==> src/rtl/instruction_set_pkg.sv <==
// Shared instruction-set types: operation encoding and the architectural flags layout.
package instruction_set_pkg;

  typedef enum logic [3:0] {
    OP_MOVE, OP_LIL, OP_LIH, OP_ADD, OP_ADC, OP_SUB, OP_AND, OP_OR,
    OP_XOR,  OP_NOT, OP_ROL, OP_ROR, OP_MUL, OP_DIV, OP_MOD, OP_NOP
  } operation_e;

  typedef struct packed {
    logic carry;
    logic zero;
    logic negative;
    logic overflow;
  } flags_s;

endpackage

==> src/rtl/alu_issue_controller_if.sv <==
// Bundle between the issue controller (slave) and its surroundings (master):
// instruction handshake, ALU drive/return, retirement status and debug read port.
interface alu_issue_controller_if #(
  parameter int DataWidth      = 16,
  parameter int ImmediateWidth = 8,
  parameter int RegAddrWidth   = 3
) ();

  logic                            instr_valid;
  logic                            instr_ready;
  instruction_set_pkg::operation_e instr_op;
  logic [RegAddrWidth-1:0]         instr_src;
  logic [RegAddrWidth-1:0]         instr_dest;
  logic [ImmediateWidth-1:0]       instr_imm;

  instruction_set_pkg::operation_e alu_operation;
  instruction_set_pkg::flags_s     alu_in_flags;
  logic [ImmediateWidth-1:0]       alu_in_imm;
  logic [DataWidth-1:0]            alu_in_src;
  logic [DataWidth-1:0]            alu_in_dest;
  instruction_set_pkg::flags_s     alu_out_flags;
  logic [DataWidth-1:0]            alu_out_dest;

  logic                            done;
  logic [DataWidth-1:0]            result;
  logic                            div0_error;
  instruction_set_pkg::flags_s     flags_out;
  logic [RegAddrWidth-1:0]         rd_addr;
  logic [DataWidth-1:0]            rd_data;

  modport master (
    output instr_valid, instr_op, instr_src, instr_dest, instr_imm,
    output alu_out_flags, alu_out_dest, rd_addr,
    input  instr_ready, alu_operation, alu_in_flags, alu_in_imm, alu_in_src, alu_in_dest,
    input  done, result, div0_error, flags_out, rd_data
  );

  modport slave (
    input  instr_valid, instr_op, instr_src, instr_dest, instr_imm,
    input  alu_out_flags, alu_out_dest, rd_addr,
    output instr_ready, alu_operation, alu_in_flags, alu_in_imm, alu_in_src, alu_in_dest,
    output done, result, div0_error, flags_out, rd_data
  );

endinterface

==> src/rtl/alu_issue_controller.sv <==
// Three-cycle IDLE/EXEC/WRITE sequencer around an external combinational ALU.
// Optional divide-by-zero trap is enabled by defining ALU_DIV0_TRAP_EN.
module alu_issue_controller
  import instruction_set_pkg::*;
#(
  parameter int DataWidth      = 16,
  parameter int ImmediateWidth = 8,
  parameter int RegAddrWidth   = 3
) (
  input logic                   clock,
  input logic                   reset,
  alu_issue_controller_if.slave bus
);

  localparam int NumRegs = 2 ** RegAddrWidth;

  typedef enum logic [1:0] {IDLE, EXEC, WRITE} state_e;

  state_e                    state_reg;
  state_e                    state_next;
  logic [DataWidth-1:0]      regs [NumRegs];
  flags_s                    flags_reg;
  flags_s                    flags_new_reg;
  operation_e                op_reg;
  logic [RegAddrWidth-1:0]   dest_idx_reg;
  logic [ImmediateWidth-1:0] imm_reg;
  logic [DataWidth-1:0]      op_src_reg;
  logic [DataWidth-1:0]      op_dest_reg;
  logic [DataWidth-1:0]      result_reg;
  logic                      trap_reg;
  logic                      commit;
  logic [NumRegs-1:0]        reg_we;

  always_ff @(posedge clock) begin
    if (reset) begin
      state_reg <= IDLE;
    end else begin
      state_reg <= state_next;
    end
  end

  always_comb begin
    state_next = state_reg;
    case (state_reg)
      IDLE:    if (bus.instr_valid) state_next = EXEC;
      EXEC:    state_next = WRITE;
      WRITE:   state_next = IDLE;
      default: state_next = IDLE;
    endcase
  end

  always_comb begin
    bus.instr_ready = 1'b0;
    bus.done        = 1'b0;
    bus.div0_error  = 1'b0;
    bus.result      = result_reg;
    case (state_reg)
      IDLE:  bus.instr_ready = 1'b1;
      WRITE: begin
        bus.done       = 1'b1;
        bus.div0_error = trap_reg;
        if (trap_reg) bus.result = '0;
      end
      default: ;
    endcase
  end

  // Operand and result registers; ALU drive below always comes from these.
  always_ff @(posedge clock) begin
    if (reset) begin
      op_reg        <= OP_MOVE;
      dest_idx_reg  <= '0;
      imm_reg       <= '0;
      op_src_reg    <= '0;
      op_dest_reg   <= '0;
      result_reg    <= '0;
      flags_new_reg <= '0;
      flags_reg     <= '0;
    end else begin
      case (state_reg)
        IDLE: if (bus.instr_valid) begin
          op_reg       <= bus.instr_op;
          dest_idx_reg <= bus.instr_dest;
          imm_reg      <= bus.instr_imm;
          op_src_reg   <= regs[bus.instr_src];
          op_dest_reg  <= regs[bus.instr_dest];
        end
        EXEC: begin
          result_reg    <= bus.alu_out_dest;
          flags_new_reg <= bus.alu_out_flags;
        end
        WRITE: if (commit) flags_reg <= flags_new_reg;
        default: ;
      endcase
    end
  end

`ifdef ALU_DIV0_TRAP_EN
  // Trap decision is taken on the same edge the ALU result is captured.
  always_ff @(posedge clock) begin
    if (reset) begin
      trap_reg <= 1'b0;
    end else if (state_reg == EXEC) begin
      trap_reg <= ((op_reg == OP_DIV) || (op_reg == OP_MOD)) && (op_src_reg == '0);
    end else if (state_reg == IDLE) begin
      trap_reg <= 1'b0;
    end
  end
`else
  assign trap_reg = 1'b0;
`endif

  assign commit = (state_reg == WRITE) && !trap_reg;

  for (genvar gi = 0; gi < NumRegs; gi++) begin : g_we
    assign reg_we[gi] = commit && (dest_idx_reg == RegAddrWidth'(gi));
  end

  always_ff @(posedge clock) begin
    for (int i = 0; i < NumRegs; i++) begin
      if (reset) begin
        regs[i] <= '0;
      end else if (reg_we[i]) begin
        regs[i] <= result_reg;
      end
    end
  end

  assign bus.alu_operation = op_reg;
  assign bus.alu_in_flags  = flags_reg;
  assign bus.alu_in_imm    = imm_reg;
  assign bus.alu_in_src    = op_src_reg;
  assign bus.alu_in_dest   = op_dest_reg;
  assign bus.flags_out     = flags_reg;
  assign bus.rd_data       = regs[bus.rd_addr];

endmodule

==> src/flat_wrapper.sv <==
// flat-port wrapper written by rule: the top's interface ports become plain ports
module alu_issue_controller_flat import instruction_set_pkg::*;
#(
  parameter int DataWidth      = 16,
  parameter int ImmediateWidth = 8,
  parameter int RegAddrWidth   = 3
)
  (clock, reset, bus_instr_valid, bus_instr_op, bus_instr_src, bus_instr_dest, bus_instr_imm, bus_alu_out_flags, bus_alu_out_dest, bus_rd_addr, bus_instr_ready, bus_alu_operation, bus_alu_in_flags, bus_alu_in_imm, bus_alu_in_src, bus_alu_in_dest, bus_done, bus_result, bus_div0_error, bus_flags_out, bus_rd_data);
  alu_issue_controller_if #(.DataWidth(DataWidth), .ImmediateWidth(ImmediateWidth), .RegAddrWidth(RegAddrWidth)) bus_i ();
  input logic clock;
  input logic reset;
  input wire logic [$bits(bus_i.instr_valid)-1:0] bus_instr_valid;
  input wire logic [$bits(bus_i.instr_op)-1:0] bus_instr_op;
  input wire logic [$bits(bus_i.instr_src)-1:0] bus_instr_src;
  input wire logic [$bits(bus_i.instr_dest)-1:0] bus_instr_dest;
  input wire logic [$bits(bus_i.instr_imm)-1:0] bus_instr_imm;
  input wire logic [$bits(bus_i.alu_out_flags)-1:0] bus_alu_out_flags;
  input wire logic [$bits(bus_i.alu_out_dest)-1:0] bus_alu_out_dest;
  input wire logic [$bits(bus_i.rd_addr)-1:0] bus_rd_addr;
  output wire logic [$bits(bus_i.instr_ready)-1:0] bus_instr_ready;
  output wire logic [$bits(bus_i.alu_operation)-1:0] bus_alu_operation;
  output wire logic [$bits(bus_i.alu_in_flags)-1:0] bus_alu_in_flags;
  output wire logic [$bits(bus_i.alu_in_imm)-1:0] bus_alu_in_imm;
  output wire logic [$bits(bus_i.alu_in_src)-1:0] bus_alu_in_src;
  output wire logic [$bits(bus_i.alu_in_dest)-1:0] bus_alu_in_dest;
  output wire logic [$bits(bus_i.done)-1:0] bus_done;
  output wire logic [$bits(bus_i.result)-1:0] bus_result;
  output wire logic [$bits(bus_i.div0_error)-1:0] bus_div0_error;
  output wire logic [$bits(bus_i.flags_out)-1:0] bus_flags_out;
  output wire logic [$bits(bus_i.rd_data)-1:0] bus_rd_data;
  assign bus_i.instr_valid = bus_instr_valid;
  assign bus_i.instr_op = bus_instr_op;
  assign bus_i.instr_src = bus_instr_src;
  assign bus_i.instr_dest = bus_instr_dest;
  assign bus_i.instr_imm = bus_instr_imm;
  assign bus_i.alu_out_flags = bus_alu_out_flags;
  assign bus_i.alu_out_dest = bus_alu_out_dest;
  assign bus_i.rd_addr = bus_rd_addr;
  assign bus_instr_ready = bus_i.instr_ready;
  assign bus_alu_operation = bus_i.alu_operation;
  assign bus_alu_in_flags = bus_i.alu_in_flags;
  assign bus_alu_in_imm = bus_i.alu_in_imm;
  assign bus_alu_in_src = bus_i.alu_in_src;
  assign bus_alu_in_dest = bus_i.alu_in_dest;
  assign bus_done = bus_i.done;
  assign bus_result = bus_i.result;
  assign bus_div0_error = bus_i.div0_error;
  assign bus_flags_out = bus_i.flags_out;
  assign bus_rd_data = bus_i.rd_data;
  alu_issue_controller #(.DataWidth(DataWidth), .ImmediateWidth(ImmediateWidth), .RegAddrWidth(RegAddrWidth)) u_core (.clock(clock), .reset(reset), .bus(bus_i));
endmodule
==> config.mk <==
export PLATFORM = sky130hd
export DESIGN_NAME = alu_issue_controller_flat
export DESIGN_NICKNAME = d
export VERILOG_FILES = /design/src/rtl/instruction_set_pkg.sv /design/src/rtl/alu_issue_controller_if.sv /design/src/rtl/alu_issue_controller.sv /design/src/flat_wrapper.sv
export SDC_FILE = /design/constraint.sdc
export NUM_CORES = 1
export LEC_CHECK = 0
export ABC_AREA = 0
export BUFFER_PORTS_ARGS = -buffer_cell sky130_fd_sc_hd__buf_2
export CAP_MARGIN = 20
export CORE_MARGIN = 2
export CORE_UTILIZATION = 53
export CTS_CLUSTER_DIAMETER = 40
export DETAILED_ROUTE_END_ITERATION = 12
export PLACE_DENSITY = 0.77
export SLEW_MARGIN = 40
export SYNTH_ARGS = -nofsm -noshare
export SYNTH_HDL_FRONTEND = slang
export SYNTH_SLANG_ARGS = --single-unit
export TNS_END_PERCENT = 1
==> constraint.sdc <==
create_clock -name clock -period 2.55 [get_ports clock]
set_input_delay 0.255 -clock clock [delete_from_list [all_inputs] [get_ports clock]]
set_output_delay 0.255 -clock clock [all_outputs]
set_load 0.05 [all_outputs]
## Yosys cells after proc, flatten, opt, wreduce, memory -nomap -nowiden

Memory sizes are Yosys's and may differ from the RTL's. A register that Yosys moved wholly into a read port is not among the register bits.
Index checks and enable logic that the tools add are counted.

- Equality and inequality tests: 10
- Muxes and demuxes: 38
- Bitwise gates (word level): 8
- Reduce and logical (&&, ||, !) cells: 11

Operator list:

| operator | count |
|---|---|
| 2-to-1 mux 16 bit | 8 |
| 2-to-1 mux 1 bit | 28 |
| == test 3 bit, second input constant | 4 |
| logical AND 1 bit | 8 |
| OR 1 bit | 8 |
| == test 3 x 2 -> 1 bit, second input constant | 2 |
| case mux 2 bit (2 select lines) | 1 |
| == test 3 x 1 -> 1 bit, second input constant | 1 |
| logical NOT 3 bit | 1 |
| == test 2 x 1 -> 1 bit, second input constant | 1 |
| == test 2 bit, second input constant | 1 |
| logical NOT 2 bit | 1 |
| 2-to-1 mux 2 bit | 1 |
| inequality test 2 bit, second input constant | 1 |
| AND reduction 2 bit | 1 |

- Flip-flop bits (word level): 41
- RAM bits: 128
- Input bits: 44
- Output and inout bits: 87
- Word-level logic and storage cells: 81
- Memories: 1

Memory list:

| name | depth | bits a word | read ports | clocked after memory_dff | write ports | line | text |
|---|---|---|---|---|---|---|---|
| u_core.regs | 8 | 16 | 3 | 2 | 8 | alu_issue_controller.sv:21 | `logic [DataWidth-1:0] regs [NumRegs];` |

## Logic depth before layout (Yosys ltp)

Gate-level depths: netlist of the first run.

- Word-level depth: 6
- Depth in mapped cells: 7
- Depth with buffers taken out: 5

## Worst setup path after synthesis of the first run

No wires, ideal clock.

- Path kind: register to register
- From: register u_core.state_reg[0]
- To: memory u_core.regs[0][0] (enable)
- Setup time: 436 ps
- Arrival: 2305 ps
- Data required time: 2114 ps
- Slack: -190 ps
- Stages on the path, launching flop included: 4
- Buffers on the path: 1
- Clock period less this slack: 2740 ps
- Cells stage by stage: dfxtp_1 nand2b_1 buf_6 o41ai_1

RTL lines:

| item | line | text |
|---|---|---|
| start: declaration | alu_issue_controller.sv:19 | `state_e state_reg;` |
| start signal: assignment | alu_issue_controller.sv:38 | `state_reg <= state_next;` |
| end: declaration | alu_issue_controller.sv:21 |  |

==> out/metrics.cfg, run 1 <==
[outcome]
status=complete, no violations

[global_routing]
grt_most_used_layer=met2
grt_pass1_wl_um=43700
grt_use_met1_pct=39.6
grt.met3_usage_pct=5.36
grt.total_usage_pct=28.0
overflow=0
grt_max_degree=41
grtUsageMet2_pct=44.4
grt_pass1_vias=7590
antenna_found_initial=1

[hold_path]
holdCritStartpoint=bus_instr_dest[1]
holdPathEnd=u_core.dest_idx_reg[1]
hold_path_class=in -> reg
hold_depth=3

[clock_network]
clockBufferDepth=3
cts_resized=0
clk_latency_ns=0.54
cts_tree=built
clockRootBuffer=clkbuf_16
cts_sinks=201
cts_buffers=30
h-tree-depth=1
path_clk_slew_ns=0.06

[yosys]
yosysSeqAreaShare_pct=51.2
synth_top_area_share_pct=37.1
yosys.area.top_type=edfxtp_1
syn_inst=896
ys_ff_latch=201
yosysWarnings=0
syn_avg_cell_area_um2=11.6
ys_types=35
synth_nets=940
ys_top_cells_by_area=edfxtp_1 (37%), dfxtp_1 (14%), mux2i_1 (12%), and2_1 (7.4%), mux4_2 (6.9%)
netlist_area_um2=10400

[layout]
final.fill_count=1461
top_register=u_core.regs
drive_gt1_share_pct=27.5
stdcell_count=1345
most-common-layout-cells=mux2i_1 (128), edfxtp_1 (128), buf_2 (127)
final_nets=1100
design_area_um2=12700
largest_register_ffs=128
area_growth_pct=22.9
antenna_cells=0

[die]
initial_core_util_pct=53.6
ios=131
core_um2=19300
die_height_um=144
rows=51
dieArea_um2=20700
die_w_um=144

[worst_setup_path]
path_delay_family=multiplexers
crit_type=reg -> out
endpoint_kind=output pin
rr_worst_depth=4
required_ns=2.30
cp_data_arrival_time_ns=2.00
crit_chain=mux4_2 > mux2_2 > buf_2
critPathMaxFanout=3
worstReg2RegEnd=u_core.regs[0][1]
r2r_slack_ns=0.48
crit_buf_inv=1
r2r-start=u_core.state_reg[0]
start_kind=flip-flop
critical-path-max-stage-delay_ns=0.48
slowest_stage=mux4_2

[timing]
drv_slew=0
slew_headroom_pct=45.1
min_period_ns=2.26
finalClockSkew_ns=0.0154
period_share_pct=88.4
tns_ns=0
hold_viol=0
tightestPinTransition_ns=0.823
rsz0062_at_grt=no
setup_viol=0
max_clock_freq_mhz=443

[route]
wire_per_inst_um=21.4
via_count=7995
first_pass_iters=5
vias_per_cell=5.94
drt_iter0_drc=695
drcViolationCount=0
ant_nets=0
wl_um=28800

[power_and_ir_drop]
vdd_drop_max_mv=0.642
powerDensity_nw_per_um2=715
leakage_nw=5.27

[placed_design]
hpwlAfterDp_um=18200
io_buffers=129
place.gp.congestion=0.857
post_dp_cell_area_um2=11400
dp.cells=1255

[job]
max_cap_violations=0

==> worst register-to-register path, delay by kind of cell (launching register included) <==
family,cells,cell delay [ns]
simple gates,4,1.61
flops,1,0.32
==> routing by layer <==
metal	up-vias	share of wire [%]
li1	3609	-
met1	3884	43
met2	454	46
met3	46	9.6
met4	2	1.9
met5	-	0.045
==> per-stage QoR <==
| stage | utilization [%] | total power [mW] | hold slack (ns) | setup slack, ns |
|---|---|---|---|---|
| after detailed placement | 58.9 | 5.09 | 0.443 | 0.531 |
| after global placement | 58.9 | 5.07 | 0.439 | 0.582 |
| final | 65.9 | 9.11 | 0.198 | 0.295 |
| after global routing | 65.9 | 9.37 | 0.205 | 0.278 |
| after floorplan | - | 4.72 | 0.391 | -0.134 |
| after CTS | 65.9 | 9.13 | 0.174 | 0.302 |
==> worst max path at each step <==
stage | start | endpoint | cells after the start
after floorplan | u_core.state_reg[0] | u_core.regs[4][0] | 5
after detailed placement | u_core.state_reg[0] | u_core.regs[0][1] | 4
after CTS | u_core.regs[7][5] | bus_rd_data[5] | 3
final | u_core.regs[7][5] | bus_rd_data[5] | 3
after global placement | u_core.state_reg[0] | u_core.regs[0][10] | 4
after global routing | u_core.regs[7][5] | bus_rd_data[5] | 3
==> Yosys cell counts (all sizes together) <==
cell type,count
o41ai,1
nand2b,3
nor3,36
clkbuf,36
nor4,1
and2,131
nand2,81
buf,38
dfxtp,73
mux4,32
o21ai,3
conb,1
nor2,40
mux2,16
edfxtp,128
or2b,1
or3,1
o31ai,4
a22oi,64
a21oi,71
inv,2
nor2b,5
mux2i,128
==> kinds of logic (layout without fill, tap and decap cells) <==
kind of cell	count (synthesis)	in the layout	share of synthesized area (%)
flops	201	201	51.2
mux	176	176	21.0
simple gates	299	299	15.7
compound gates	143	143	8.58
buf+inv	76	260	3.49
other cells	1	1	0.0362
==> repair_timing <==
| action | in CTS | in global routing |
|---|---|---|
| endpoints found under the hold margin | 34 | 0 |
| hold buffers | 34 | 0 |
| setup buffers | 0 | 0 |
==> report_power, final <==
part | internal [mW] | total [mW] | switching, mW
Clock | 2.48 | 4.03 | 1.55
Sequential | 3.61 | 3.76 | 0.147
Combinational | 0.453 | 1.32 | 0.870
Total | 6.55 | 9.11 | 2.57
==> cell type report <==
cell class | count | area, um^2 | area share (%)
tap | 265 | 332 | 2.60
timing repair buffer | 202 | 1330 | 10.5
clock inverter | 18 | 139 | 1.09
inverter | 2 | 7.51 | 0.0589
multi-input combinational | 619 | 4750 | 37.3
clock buffer | 38 | 880 | 6.90
sequential | 201 | 5310 | 41.6
No activity file was read; power rests on OpenSTA's default activity.
==> run 2: changes to the inputs <==
--- a/config.mk
+++ b/config.mk
@@ -5,14 +5,15 @@
 export SDC_FILE = /design/constraint.sdc
 export NUM_CORES = 1
 export LEC_CHECK = 0
-export ABC_AREA = 0
-export BUFFER_PORTS_ARGS = -buffer_cell sky130_fd_sc_hd__buf_2
+export ABC_AREA = 1
+export BUFFER_PORTS_ARGS = -buffer_cell sky130_fd_sc_hd__buf_4
 export CAP_MARGIN = 20
 export CORE_MARGIN = 2
 export CORE_UTILIZATION = 53
 export CTS_CLUSTER_DIAMETER = 40
 export DETAILED_ROUTE_END_ITERATION = 12
-export PLACE_DENSITY = 0.77
+export MAX_ROUTING_LAYER = met4
+export PLACE_DENSITY = 0.76
 export SLEW_MARGIN = 40
 export SYNTH_ARGS = -nofsm -noshare
 export SYNTH_HDL_FRONTEND = slang
==> out/metrics.cfg, run 2 <==
[timing]
hold_viol=0  ; unchanged
tns_ns=0  ; unchanged
period_share_pct=81.2  ; -7.3 points
hold_slack_ns=0.00475  ; -0.193 ns
setup_slack_ns=0.480  ; +0.185 ns
slew_headroom_pct=48.5  ; +3.4 points
min_period_ns=2.07  ; -0.185 ns
tightestPinTransition_ns=0.772  ; -0.0510 ns
rsz0062_at_grt=no
finalClockSkew_ns=0.0149  ; -0.000484 ns
max_clock_freq_mhz=483  ; +8.9%
setup_viol=0  ; unchanged
drv_slew=0  ; unchanged

[yosys]
ys_ff_latch=201  ; unchanged
synth-edff-count=128  ; unchanged
syn_inst=1479  ; +65%
synthMuxAreaShare_pct=0  ; -21 points
ys_top_cells_by_area=edfxtp_1 (35%), dfxtp_1 (13%), nand2_1 (12%), nand3_1 (9.4%), nor2_1 (5.9%)
synth-simple-area-share_pct=29.6  ; +14 points
synth_top_area_share_pct=34.8  ; -2.3 points
yosysSeqAreaShare_pct=48.0  ; -3.2 points
synthAdderAreaFrac_pct=0  ; unchanged
synth_nets=1523  ; +62%
ys.flop_type=edfxtp_1
netlist_area_um2=11100  ; +6.6%
async_reset_ff_share_pct=0  ; unchanged
synth_most_common_cell=nand2_1
synth_common_cells=nand2_1 (365), nand3_1 (208), nor2_1 (173), inv_1 (149), edfxtp_1 (128)
syn_avg_cell_area_um2=7.48  ; -35%
synth_xor_area_share_pct=0  ; unchanged
synth-compound-area-share_pct=11.6  ; +3.1 points
ys_types=26  ; -26%
synth_top_family_by_area=simple AND/OR/NAND/NOR gates
yosysWarnings=0  ; unchanged
yosys.area.top_type=edfxtp_1

[global_routing]
grt_max_degree=72  ; +76%
grt_pass1_vias=9345  ; +23%
grt.total_usage_pct=32.9  ; +4.9 points
antenna_found_initial=0  ; -1
overflow=0  ; unchanged
grt_pass1_wl_um=54600  ; +25%

[clock_network]
clockBufferDepth=3  ; unchanged
cts_tree=built
h-tree-depth=1  ; unchanged
cts_sinks=201  ; unchanged
clockRootBuffer=clkbuf_16
cts_buffers=27  ; -10%
cts_setup_buffers=0  ; unchanged
cts_resized=0  ; unchanged
path_clk_slew_ns=0.06  ; about the same
clk_latency_ns=0.54  ; about the same

[route]
wire_per_inst_um=19.0  ; -11%
wl_um=35500  ; +23%
via_count=10500  ; +31%
drt_iter0_drc=1445  ; +110%
vias_per_cell=5.61  ; -5.6%
drcViolationCount=0  ; unchanged
ant_nets=0  ; unchanged
first_pass_iters=6  ; +1

[power_and_ir_drop]
p_sw_mw=2.78  ; +8.3%
powerDensity_nw_per_um2=696  ; -2.6%
combPwrFrac_pct=17.8  ; +3.3 points
p_seq_share_pct=40.8  ; -0.5 points
switching_share_pct=30.2  ; +2.0 points
vdd_drop_max_mv=0.486  ; -24%
p_total_mw=9.21  ; +1.0%
leakage_nw=5.90  ; +12%
power.share.clock_pct=41.5  ; -2.7 points
intPower_mw=6.43  ; -1.8%

[worst_setup_path]
critPathMaxFanout=33  ; +30
crit_buf_inv=3  ; +2
r2r-start=u_core.dest_idx_reg[2]
cp_data_arrival_time_ns=1.82  ; -0.18 ns
required_ns=2.30  ; about the same
crit_start=bus_rd_addr[1]
path_delay_family=buffers and inverters
cp_num_cells=7  ; +4
crit_chain=buf_4 > inv_2 > a21oi_1 > o21ai_0 > nand3_1 > o21a_1 > buf_4
start_kind=primary input
crit_type=in -> out
endpoint_kind=output pin
cp_common_cell=buf_4
r2r_slack_ns=0.66  ; +0.18 ns
critical-path-max-stage-delay_ns=0.38  ; -0.10 ns
crit_path_end=bus_rd_data[5]
slowest_stage=inv_2
rr_worst_depth=4  ; unchanged
worstReg2RegEnd=u_core.regs[4][7]

[layout]
antenna_cells=0  ; unchanged
largest_register_ffs=128  ; unchanged
final_nets=1620  ; +47%
most-common-layout-cells=nand2_1 (365), nand3_1 (208), nor2_1 (173)
regArea_um2=5310  ; unchanged
final.fill_count=1778  ; +22%
design_area_um2=13200  ; +3.8%
layout_commonest_cell=nand2_1
multi_input_area_um2=4570  ; -3.7%
drive_gt1_share_pct=15.0  ; -13 points
area_growth_pct=19.5
top_register=u_core.regs

[hold_path]
hold_path_class=in -> reg

[placed_design]
place.gp.congestion=0.971  ; +13%
io_buffers=129  ; unchanged
hpwlAfterDp_um=23600  ; +30%
post-place-ws_ns=0.558  ; +0.0262 ns
post_dp_cell_area_um2=12100  ; +5.9%

[die]
die_height_um=148  ; +3.2%
ios=131  ; unchanged
initial_core_util_pct=54.3  ; +0.67 points
rows=52  ; +2.0%
core_um2=20400  ; +5.3%
dieArea_um2=22000  ; +6.5%
die_w_um=148  ; +3.2%

[job]
max_cap_violations=0  ; unchanged

[outcome]
status=complete, no violations

[run 2: changes by cell type after synthesis, sizes merged, moves of 64 or more]
cell   before  now
a22oi      64    0
and2      131    0
inv         2  162
mux2i     128    0
nand2      81  367
nand3       0  216
nor2       40  178
o21ai       3  121
[run 2: power by group through the flow]
stage                     Clock (mW)  Combinational (mW)  Sequential, mW
after floorplan                    0               0.856            4.03
after global placement             0                1.57            3.80
after detailed placement           0                1.58            3.81
after CTS                       3.84                1.62            3.74
after global routing            3.98                1.76            3.76
final                           3.82                1.64            3.75
[run 2: cell families after synthesis]
group | Yosys count
and+or+nand+nor | 761
buffers and inverters | 280
AOI/OAI and AO/OA | 236
DFF | 201
other | 1
[run 2: layout make-up]
cell class	instances	share of cell area, %
inverter	178	5.05
clock inverter	13	1.02
timing repair buffer	170	10.7
sequential	201	40.1
clock buffer	37	6.02
multi-input combinational	998	34.6
tap	270	2.56
[run 2: tightest hold or removal path: stages]
cell     delay, ns
buf_4         0.07
o21ai_0       0.07
a21oi_1       0.11
[run 2: repair_timing]
| item | CTS | global route |
|---|---|---|
| hold buffers | 23 | 0 |
| endpoints found under the setup margin | 0 | 0 |
| hold endpoints to repair | 24 | 0 |
[run 2: worst min-delay path by stage]
| stage | end | slack, ns | cells past startpoint | from |
|---|---|---|---|---|
| global route | u_core.result_reg[0] | 0.009 | 3 | bus_alu_out_dest[0] |
| floorplan | u_core.state_reg[0] | 0.33 | 1 | reset |
| detailed placement | u_core.state_reg[0] | 0.44 | 2 | reset |
| global placement | u_core.state_reg[0] | 0.44 | 2 | reset |
| CTS | u_core.result_reg[13] | 0.0008 | 3 | bus_alu_out_dest[13] |
| finish | u_core.result_reg[9] | 0.005 | 3 | bus_alu_out_dest[9] |
[run 2: metrics by stage]
| stage | util, % | cells |
|---|---|---|
| finish | 64.9 | 1867 |
| global placement | 59.2 | 1794 |
| global route | 64.9 | 1867 |
| detailed placement | 59.2 | 1794 |
| floorplan | - | 1479 |
| CTS | 64.9 | 1867 |
[run 2: layer usage]
layer	vias to the layer above	track usage (%)	routed length (um)
met5	-	-	0
met4	0	5.14	513
li1	4983	-	-
met2	644	45.4	14900
met3	42	8.62	4870
met1	4804	49.7	15300
==> run 3: changes to the inputs <==
--- a/config.mk
+++ b/config.mk
@@ -5,15 +5,15 @@
 export SDC_FILE = /design/constraint.sdc
 export NUM_CORES = 1
 export LEC_CHECK = 0
-export ABC_AREA = 1
+export ABC_AREA = 0
 export BUFFER_PORTS_ARGS = -buffer_cell sky130_fd_sc_hd__buf_4
 export CAP_MARGIN = 20
 export CORE_MARGIN = 2
-export CORE_UTILIZATION = 53
+export CORE_UTILIZATION = 59
 export CTS_CLUSTER_DIAMETER = 40
 export DETAILED_ROUTE_END_ITERATION = 12
 export MAX_ROUTING_LAYER = met4
-export PLACE_DENSITY = 0.76
+export PLACE_DENSITY = 0.81
 export SLEW_MARGIN = 40
 export SYNTH_ARGS = -nofsm -noshare
 export SYNTH_HDL_FRONTEND = slang
==> constraint.sdc (replaced) <==
create_clock -name clock -period 2.1 [get_ports clock]
set_input_delay 0.21 -clock clock [delete_from_list [all_inputs] [get_ports clock]]
set_output_delay 0.21 -clock clock [all_outputs]
set_load 0.05 [all_outputs]
==> out/metrics.cfg, run 3 (synthesis results as in run 1) <==
[route]
wl_um=30700  ; -14%
wl_met3_um=3580  ; -26%
via_count=8321  ; -21%
ant_nets=0  ; unchanged
drcViolationCount=0  ; unchanged
met2RoutedLength_um=14400  ; -3.3%
top_layer_used=met4
vias_per_cell=6.21  ; +11%
wire_per_inst_um=22.9  ; +20%
first_pass_iters=6  ; unchanged
met1_length_um=11700  ; -23%
drt_iter0_drc=1018  ; -30%

[global_routing]
overflow=0  ; unchanged
grt_pass1_wl_um=46200  ; -15%
grt_max_degree=69  ; -4.2%
grt_pass1_vias=8162  ; -13%
antenna_found_initial=0  ; unchanged
grt.total_usage_pct=34.1  ; +1.2 points

[outcome]
status=finished with violations
violations=negative setup slack

[die]
die_w_um=137  ; -8.0%
ios=131  ; unchanged
die_height_um=137  ; -8.0%
rows=48  ; -7.7%
initial_core_util_pct=60.2  ; +5.9 points
dieArea_um2=18700  ; -15%
core_um2=17200  ; -15%

[worst_setup_path]
crit_type=reg -> out
critPathMaxFanout=3  ; -91%
crit_chain=mux4_2 > mux2_4 > buf_6
critical-path-max-stage-delay_ns=0.48  ; +0.10 ns
slowest_stage=mux4_2
cp_data_arrival_time_ns=1.92  ; +0.10 ns
endpoint_kind=output pin
required_ns=1.89  ; -0.41 ns
start_kind=flip-flop

[timing]
rsz0062_at_grt=yes
slew_headroom_pct=51.9  ; +3.4 points
max_clock_freq_mhz=469
setup_slack_ns=-0.0322  ; -0.512 ns
hold_viol=0  ; unchanged
min_period_ns=2.13
period_share_pct=102
finalClockSkew_ns=0.0130  ; -0.00187 ns
drv_slew=0  ; unchanged
tightestPinTransition_ns=0.722  ; -0.0504 ns
setup_viol=8  ; +8

[layout]
antenna_cells=0  ; unchanged
layout_commonest_cell=buf_4
final.fill_count=1019  ; -43%
final_nets=1135  ; -30%
drive_gt1_share_pct=29.4  ; +14 points
largest_register_ffs=128  ; unchanged
most-common-layout-cells=buf_4 (180), mux2i_1 (128), edfxtp_1 (128)
fin_util_pct=77.7  ; +13 points
area_growth_pct=29.1
top_register=u_core.regs

[power_and_ir_drop]
vdd_drop_max_mv=0.770  ; +58%
powerDensity_nw_per_um2=850  ; +22%
leakage_nw=5.55  ; -6.0%

[clock_network]
clockRootBuffer=clkbuf_16
path_clk_slew_ns=0.06  ; about the same
clk_latency_ns=0.54  ; about the same
cts_sinks=201  ; unchanged
clockBufferDepth=3  ; unchanged
cts_tree=built
h-tree-depth=1  ; unchanged
cts_buffers=29  ; +7.4%

[placed_design]
post-place-ws_ns=0.255  ; -0.303 ns
io_buffers=129  ; unchanged
place.gp.congestion=0.884  ; -8.9%
hpwlAfterDp_um=18000  ; -24%

[job]
max_cap_violations=0  ; unchanged

[hold_path]
hold_path_class=in -> reg

-- run 3: final cells by class --
| cell class | count | area [um^2] | area share (%) |
|---|---|---|---|
| Tap cell | 225 | 282 | 2.10 |
| Clock inverter | 19 | 240 | 1.79 |
| Timing Repair Buffer | 238 | 2010 | 15.0 |
| Sequential cell | 201 | 5310 | 39.6 |
| Clock buffer | 35 | 769 | 5.75 |
| Inverter | 2 | 7.51 | 0.0561 |
| Multi-Input combinational cell | 619 | 4780 | 35.7 |
-- run 3: critical path: cells and delay by family (launching register included) --
| kind | cells | cell delay, ns |
|---|---|---|
| flip-flops | 1 | 0.44 |
| buffers and inverters | 1 | 0.16 |
| multiplexers | 2 | 0.79 |
-- run 3: report_power, final --
| part | switching (mW) | internal (mW) |
|---|---|---|
| combinational | 1.12 | 0.706 |
| clock | 1.86 | 3.15 |
| sequential | 0.169 | 4.39 |
| total | 3.14 | 8.24 |
-- run 3: worst paths after layout --
check                                                  from                          end  slack [ns]  cells after the start
worst min-delay path                        bus_instr_valid          u_core.state_reg[0]        0.22                      4
worst max register to register          u_core.state_reg[1]       u_core.dest_idx_reg[0]        0.16                      6
worst max-delay path                      u_core.regs[5][5]               bus_rd_data[5]       -0.03                      3
worst min register to register  u_core.bus.alu_operation[2]  u_core.bus.alu_operation[2]        0.45                      2
-- run 3: stage by stage --
stage,power [mW],hold WS (ns),cells,setup TNS [ns],cell area (um^2)
after global placement,6.26,0.441,1219,0,11700
after CTS,11.4,0.188,1339,-0.0797,13400
final,11.4,0.222,1339,-0.0965,13400
after floorplan,5.73,0.346,896,-48.63,10400
after detailed placement,6.29,0.448,1219,0,11700
after global routing,11.7,0.256,1339,-0.600,13400
-- run 3: routing by layer --
metal  vias to the layer above  track usage [%]
met3                        90             7.48
li1                       3669                -
met4                         0             11.7
met2                       568             52.4
met5                         -                -
met1                      3994             45.3
-- run 3: what timing repair did --
action | CTS | global route
gates cloned | 0 | 0
gates resized for setup | 19 | 3
hold buffers | 36 | 0
pin swaps | 0 | 0
setup buffers | 30 | 0
hold endpoints to repair | 35 | 0
setup endpoints to repair | 16 | 16
